### src/rtl/shift_exec_stage.sv
// shift_exec_stage: two-stage shift execution pipeline with valid/ready handshaking.
//
// Operation select (in_op): 00 SLL, 01 SRL, 10 SRA, 11 PASS (shift amount ignored).
// S1 registers the operand, op and shift amount. The shift is computed
// combinationally from S1, and S2 registers the result and its zero flag.
//
// Ports:
//   clk         rising-edge clock
//   rst         asynchronous active-high reset
//   in_valid    upstream presents an operation
//   in_ready    stage can accept an operation this cycle
//               (combinational from out_ready)
//   in_op       operation select
//   in_data     operand, N bits
//   in_shamt    shift amount, 0..N-1
//   out_valid   result present
//   out_ready   downstream accepts the result
//   out_data    shift result, N bits
//   out_zero    high when out_data is zero
//   done_count  completed output transfers, saturating at 0xFFFF
module shift_exec_stage #(
  parameter int N = 32
) (
  input  logic                 clk,
  input  logic                 rst,
  input  logic                 in_valid,
  output logic                 in_ready,
  input  logic [1:0]           in_op,
  input  logic [N-1:0]         in_data,
  input  logic [$clog2(N)-1:0] in_shamt,
  output logic                 out_valid,
  input  logic                 out_ready,
  output logic [N-1:0]         out_data,
  output logic                 out_zero,
  output logic [15:0]          done_count
);

  localparam logic [1:0] OP_SLL = 2'b00;
  localparam logic [1:0] OP_SRL = 2'b01;
  localparam logic [1:0] OP_SRA = 2'b10;

  function automatic logic signed [N-1:0] shift_op(
    input logic [1:0]           op,
    input logic signed [N-1:0]  d,
    input logic [$clog2(N)-1:0] s
  );
    logic signed [N-1:0] r;
    case (op)
      OP_SLL:  r = d << s;
      OP_SRL:  r = $signed($unsigned(d) >> s);
      OP_SRA:  r = d >>> s;
      default: r = d;
    endcase
    return r;
  endfunction

  function automatic logic [15:0] sat_inc(input logic [15:0] c);
    return (c == 16'hFFFF) ? c : c + 16'd1;
  endfunction

  logic                        vld_p1;
  logic [1:0]                  op_p1;
  logic signed [N-1:0]         data_p1;
  logic [$clog2(N)-1:0]        shamt_p1;
  logic signed [N-1:0]         res_p1;

  logic                        vld_p2;
  logic signed [N-1:0]         data_p2;
  logic                        zero_p2;

  logic [15:0]                 cnt_q;

  logic                        s2_take;
  logic                        s1_take;
  logic                        in_xfer;
  logic                        out_xfer;

  // S2 can load whenever it is empty or its result leaves this cycle; S1 can
  // load whenever it is empty or it drains into S2.
  assign s2_take  = !vld_p2 || out_ready;
  assign s1_take  = !vld_p1 || s2_take;
  assign in_ready = s1_take;
  assign in_xfer  = in_valid && s1_take;
  assign out_xfer = vld_p2 && out_ready;

  // ---- stage 1: operand register ----
  always_ff @(posedge clk or posedge rst) begin
    if (rst) begin
      vld_p1   <= 1'b0;
      op_p1    <= '0;
      data_p1  <= '0;
      shamt_p1 <= '0;
    end else if (in_xfer) begin
      vld_p1   <= 1'b1;
      op_p1    <= in_op;
      data_p1  <= $signed(in_data);
      shamt_p1 <= in_shamt;
    end else if (s2_take) begin
      vld_p1   <= 1'b0;
    end
  end

  // ---- S1 -> S2: combinational shift ----
  assign res_p1 = shift_op(op_p1, data_p1, shamt_p1);

  // ---- stage 2: result register ----
  // Data only reloads when a valid operand moves up, so a drained S2 keeps
  // presenting its last value with out_valid low.
  always_ff @(posedge clk or posedge rst) begin
    if (rst) begin
      vld_p2  <= 1'b0;
      data_p2 <= '0;
      zero_p2 <= 1'b1;
    end else if (s2_take) begin
      vld_p2 <= vld_p1;
      if (vld_p1) begin
        data_p2 <= res_p1;
        zero_p2 <= (res_p1 == '0);
      end
    end
  end

  always_ff @(posedge clk or posedge rst) begin
    if (rst) begin
      cnt_q <= '0;
    end else if (out_xfer) begin
      cnt_q <= sat_inc(cnt_q);
    end
  end

  assign out_valid  = vld_p2;
  assign out_data   = data_p2;
  assign out_zero   = zero_p2;
  assign done_count = cnt_q;

endmodule

### config.mk
export PLATFORM = sky130hd
export DESIGN_NAME = shift_exec_stage
export DESIGN_NICKNAME = d
export VERILOG_FILES = /design/src/rtl/shift_exec_stage.sv
export SDC_FILE = /design/constraint.sdc
export NUM_CORES = 1
export LEC_CHECK = 0
export CORE_MARGIN = 4
export CORE_UTILIZATION = 50
export DETAILED_ROUTE_END_ITERATION = 6
export MAX_ROUTING_LAYER = met4
export PLACE_DENSITY = 0.79
export REMOVE_ABC_BUFFERS = 1
export SLEW_MARGIN = 10
export SYNTH_ARGS = -nofsm -noshare
export SYNTH_HDL_FRONTEND = slang
export SYNTH_SLANG_ARGS = --single-unit
### constraint.sdc
create_clock -name clk -period 2.8 [get_ports clk]
set_clock_uncertainty 0.2 [all_clocks]
set_input_delay 0.28 -clock clk [delete_from_list [all_inputs] [get_ports clk]]
set_output_delay 0.28 -clock clk [all_outputs]
set_load 0.02 [all_outputs]
==> impl_results.html, run 1 <==
<table>
<tr><th>Metric</th><th>Value</th></tr>
<tr><th colspan="2">Run status</th></tr>
<tr><td>Status</td><td>complete, but fails checks</td></tr>
<tr><td>Failing checks</td><td>DRC, setup timing</td></tr>
<tr><th colspan="2">Power</th></tr>
<tr><td>Total power per unit cell area</td><td>766 mW/mm²</td></tr>
<tr><td>Worst vdd ir</td><td>469 µV</td></tr>
<tr><td>P_leak</td><td>between 0.005 and 0.006 µW</td></tr>
<tr><th colspan="2">Clock network</th></tr>
<tr><td>Cts bufs inserted</td><td>9</td></tr>
<tr><td>Maximum clock insertion buffer count</td><td>2</td></tr>
<tr><td>Skew-Pair Late Insertion Delay</td><td>approximately 0.37 ns</td></tr>
<tr><td>CTS HTree Levels</td><td>3</td></tr>
<tr><td>Clock input transition at the sequential cells of the worst setup and hold paths</td><td>0.08 ns</td></tr>
<tr><td>Number of clock sinks seen by CTS</td><td>90</td></tr>
<tr><td>Clock tree from TritonCTS</td><td>built</td></tr>
<tr><td>CTS root buffer</td><td>clkbuf_16</td></tr>
<tr><th colspan="2">Timing</th></tr>
<tr><td>Worst-margin pin slew</td><td>0.620 ns</td></tr>
<tr><td>Number of max-slew violations in the final report</td><td>0</td></tr>
<tr><td>Final Cycle Share</td><td>1.29</td></tr>
<tr><td>Tightest hold margin</td><td>0.281 ns</td></tr>
<tr><td>Setup Total Neg Slack</td><td>-5.51 ns</td></tr>
<tr><td>Final setup viols</td><td>30</td></tr>
<tr><td>Worst rel slew slack</td><td>0.582</td></tr>
<tr><td>Final hold vios</td><td>0</td></tr>
<tr><td>Fin crit period</td><td>3.60 ns</td></tr>
<tr><td>Final WS setup</td><td>-0.800 ns</td></tr>
<tr><td>Unrepaired setup endpoints after global routing</td><td>true</td></tr>
<tr><td>Peak clock frequency supported by timing</td><td>0.278 GHz</td></tr>
<tr><th colspan="2">Setup path</th></tr>
<tr><td>CP startpoint kind</td><td>register</td></tr>
<tr><td>Reg-to-reg setup timing slack</td><td>-0.80 ns</td></tr>
<tr><td>Cell type group with the largest total delay on the critical path</td><td>simple AND/OR/NAND/NOR gates</td></tr>
<tr><td>Data arrival time of the critical path</td><td>about 3.7 ns</td></tr>
<tr><td>RR Endpoint</td><td>out_zero</td></tr>
<tr><td>Slowest CP cell</td><td>mux4_2</td></tr>
<tr><td>Required time reported for the critical path endpoint</td><td>a little under 3 ns</td></tr>
<tr><td>Setup Crit Path Kind</td><td>register to register</td></tr>
<tr><td>Source of the worst register-to-register timing path</td><td>shamt_p1[1]</td></tr>
<tr><td>Critical path peak fanout</td><td>9</td></tr>
<tr><td>Worst-case reg-to-reg path depth</td><td>13</td></tr>
<tr><td>Critical path endpoint category</td><td>register</td></tr>
<tr><td>Sequence of cells on the critical path</td><td>buf_12 -&gt; buf_12 -&gt; buf_4 -&gt; mux4_2 -&gt; nand2_2 -&gt; o21ai_2 -&gt; buf_4 -&gt; nand3_1 -&gt; nand4_1 -&gt; and4bb_1 -&gt; nand4b_1 -&gt; nor4_4 -&gt; a32o_1</td></tr>
<tr><td>Delay contributed by the slowest stage of the critical path</td><td>0.63 ns</td></tr>
<tr><td>Buffer and inverter count on the worst path</td><td>4</td></tr>
<tr><th colspan="2">Drt</th></tr>
<tr><td>DR pass1 iterations</td><td>7</td></tr>
<tr><td>Number of routed nets with antenna violations</td><td>0</td></tr>
<tr><td>Vias per std cell</td><td>approximately 7.0</td></tr>
<tr><td>Initial DRC count</td><td>2250</td></tr>
<tr><td>Remaining design rule violation count</td><td>123</td></tr>
<tr><td>Routed vias</td><td>10544</td></tr>
<tr><td>Final Routed Wirelength</td><td>43800 µm</td></tr>
<tr><td>Wirelength per Cell</td><td>28.9 µm</td></tr>
<tr><th colspan="2">GRT</th></tr>
<tr><td>Total GRT Usage</td><td>0.448</td></tr>
<tr><td>Via count of the first global-routing pass</td><td>9960</td></tr>
<tr><td>GRT Residual Overflow</td><td>0</td></tr>
<tr><td>Wire length of the first global-routing pass</td><td>between 60000 and 70000 µm</td></tr>
<tr><td>Antenna violations before repair</td><td>1</td></tr>
<tr><td>Pin count of the biggest net entering global routing</td><td>55</td></tr>
<tr><th colspan="2">Hold path</th></tr>
<tr><td>Worst hold path class</td><td>register to register</td></tr>
<tr><td>Number of cells on the worst hold path</td><td>2</td></tr>
<tr><td>End point of the worst hold path</td><td>out_data[3]</td></tr>
<tr><td>Origin of the worst min-delay path</td><td>out_data[3]</td></tr>
<tr><th colspan="2">Final layout</th></tr>
<tr><td>Synthesis-to-finish area growth</td><td>57.5%</td></tr>
<tr><td>Final Util</td><td>0.815</td></tr>
<tr><td>Share of post-route cells with drive strength above 1</td><td>0.507</td></tr>
<tr><td>Cell area after layout</td><td>~0.013 mm²</td></tr>
<tr><td>Sequential cell area</td><td>0.00227 mm²</td></tr>
<tr><td>Fill cell total of the finished layout</td><td>968</td></tr>
<tr><td>Number of non-filler instances in the completed layout</td><td>1514</td></tr>
<tr><td>Multi-input combinational cell area</td><td>0.00632 mm²</td></tr>
<tr><td>Fin nets</td><td>1336</td></tr>
<tr><th colspan="2">Synth</th></tr>
<tr><td>Biggest area contributors in the synthesized netlist</td><td>dfrtp_1 27%, mux2_2 13%, mux4_2 9.4%</td></tr>
<tr><td>Library cell with the highest instance count after synthesis</td><td>nand2_1</td></tr>
<tr><td>Number of flip-flops and latches in the synthesized netlist</td><td>90</td></tr>
<tr><td>Yosys warnings</td><td>0</td></tr>
<tr><td>List of most frequent post-synthesis cells</td><td>105 x nand2_1, 96 x mux2_2, 89 x dfrtp_1, 68 x nor2_1, 65 x clkbuf_1</td></tr>
<tr><td>Post-synth cell types</td><td>82</td></tr>
<tr><td>Mapped cell area</td><td>~0.0083 mm²</td></tr>
<tr><td>Number of standard cells after synthesis</td><td>about 930</td></tr>
<tr><td>Number of flops mapped to enable cells by yosys</td><td>0</td></tr>
<tr><td>Synth area leader</td><td>dfrtp_1</td></tr>
<tr><td>Ys async rst share</td><td>1.00</td></tr>
<tr><td>Area share of the leading cell type in the synthesized netlist</td><td>0.267</td></tr>
<tr><td>Sequential fraction of the synthesis area</td><td>0.270</td></tr>
<tr><td>Average footprint of a synthesized cell</td><td>9.02 µm²</td></tr>
<tr><td>Leading register cell type out of synthesis</td><td>dfrtp_1</td></tr>
<tr><th colspan="2">Die</th></tr>
<tr><td>Total number of placement rows</td><td>46</td></tr>
<tr><td>Initial Utilization</td><td>0.518</td></tr>
<tr><td>I/O pins</td><td>94</td></tr>
<tr><td>Area of the die</td><td>0.0188 mm²</td></tr>
<tr><td>Core Area</td><td>about 0.016 mm²</td></tr>
<tr><td>Floorplan die width</td><td>137 µm</td></tr>
<tr><td>Die extent in y</td><td>between 100 and 150 µm</td></tr>
<tr><th colspan="2">Placed design</th></tr>
<tr><td>Sum of net half-perimeters after detailed placement</td><td>about 30000 µm</td></tr>
<tr><td>Placed Instance Area</td><td>0.0117 mm²</td></tr>
<tr><td>Total placed cells including tap cells</td><td>1466</td></tr>
<tr><td>Buffers added on ports</td><td>93</td></tr>
<tr><td>Last weighted congestion value of the routability-driven placer</td><td>1.12</td></tr>
<tr><th colspan="2">Job</th></tr>
<tr><td>Maxcap violations</td><td>0</td></tr>
</table>
==> worst max-delay path by stage <==
stage,cells past startpoint,start,endpoint
after detailed placement,11,shamt_p1[1],out_zero
after CTS,12,shamt_p1[1],out_zero
after global routing,13,shamt_p1[1],out_zero
after floorplan,9,shamt_p1[1],out_zero
final,13,shamt_p1[1],out_zero
after global placement,11,shamt_p1[1],out_zero
==> where the power goes <==
group | internal, µW | total [µW] | switching (µW)
sequential | 1630 | 1950 | 321
clock | 634 | 1270 | 637
combinational | 3300 | 6850 | 3550
==> sequential cells by signal, indices dropped and copies added, names as in the netlist <==
| name | cells |
|---|---|
| out_data | 32 |
| shamt_p1 | 5 |
| data_p1 | 32 |
| out_zero | 1 |
| out_valid | 1 |
| op_p1 | 2 |
| vld_p1 | 1 |
| done_count | 16 |
==> kinds of logic (layout without fill, tap and decap cells) <==
group                      Yosys count  after routing  synth area share
muxes                              186            186             0.294
buffers and inverters              111            483            0.0628
AOI/OAI and AO/OA                  229            229             0.189
DFF                                 90             90             0.270
adders and majority gates            1              1           0.00150
other                                0              1                 0
xor gates and xnor gates            17             17            0.0187
and+or+nand+nor                    291            291             0.164
==> cells in the final DEF, fill, tap and decap left out, types with 6 or more instances in the layout <==
cell	synthesis	routed
o22ai_1	13	8
mux2i_1	49	39
nor2_4	0	6
mux2_4	3	9
xnor2_1	8	8
a31oi_1	12	7
mux2i_2	0	6
nand2b_1	20	17
nand2_2	0	7
o211ai_1	20	20
mux4_2	35	35
nand4_1	8	8
o21ai_0	45	30
nor3_2	2	8
o21ai_1	8	14
nor3_1	17	9
nand3_1	22	20
and2_1	7	7
clkdlybuf4s50_1	0	93
o21ai_2	0	9
buf_4	6	337
buf_6	7	8
nor2_1	68	57
a211oi_1	14	8
xor2_1	8	8
nand2_1	105	98
nor2b_1	9	6
buf_12	0	13
nor2_2	1	6
dfrtp_1	89	83
a21oi_2	0	12
mux2_2	96	90
and3_1	9	6
clkbuf_16	0	11
a21oi_1	35	22
==> tightest hold or removal path, delay by kind of cell (launching register included) <==
family / cells / cell delay, ns
AO/OA/AOI/OAI: 1 / 0.06
flip-flops: 1 / 0.34
AND/OR/NAND/NOR: 1 / 0.05
==> final cells by class <==
cell class / instances / share of cell area
Multi-Input combinational cell: 724 / 0.481
Inverter: 8 / 0.00238
Clock buffer: 9 / 0.0171
Clock inverter: 7 / 0.00600
Antenna cell: 1 / 0.000190
Sequential cell: 90 / 0.172
Timing Repair Buffer: 459 / 0.300
Tap cell: 216 / 0.0206
==> metrics by stage <==
stage,setup slack [ns],total power [µW]
2_1_floorplan,-2.53,4520
3_3_place_gp,-0.815,7510
3_5_place_dp,-0.802,7600
4_1_cts,-0.543,9220
5_1_grt,-0.763,10300
6_report,-0.800,10100
==> what timing repair did <==
| item | in CTS | in global routing |
|---|---|---|
| buffers inserted | 20 | 17 |
| resized for setup | 84 | 110 |
| cloned | 0 | 2 |
| hold buffers | 1 | 0 |
| endpoints found under the setup margin | 31 | 35 |
| endpoints found under the hold margin | 6 | 0 |
| pin swaps | 29 | 45 |
==> per-layer routing <==
| metal | track usage | vias to the layer above | share of wire |
|---|---|---|---|
| met4 | 0.239 | 0 | 0.083 |
| met5 | - | - | 0 |
| met2 | 0.672 | 1018 | 0.42 |
| met1 | 0.555 | 4965 | 0.36 |
| li1 | - | 4207 | - |
| met3 | 0.116 | 354 | 0.14 |
(Power assumes the default switching activity.)
==> inputs of run 2 (changes only) <==
- CAP_MARGIN: not set -> 20
==> results of run 2 <==
Same layout as run 1: the final DEF is identical, and so are final timing and power.
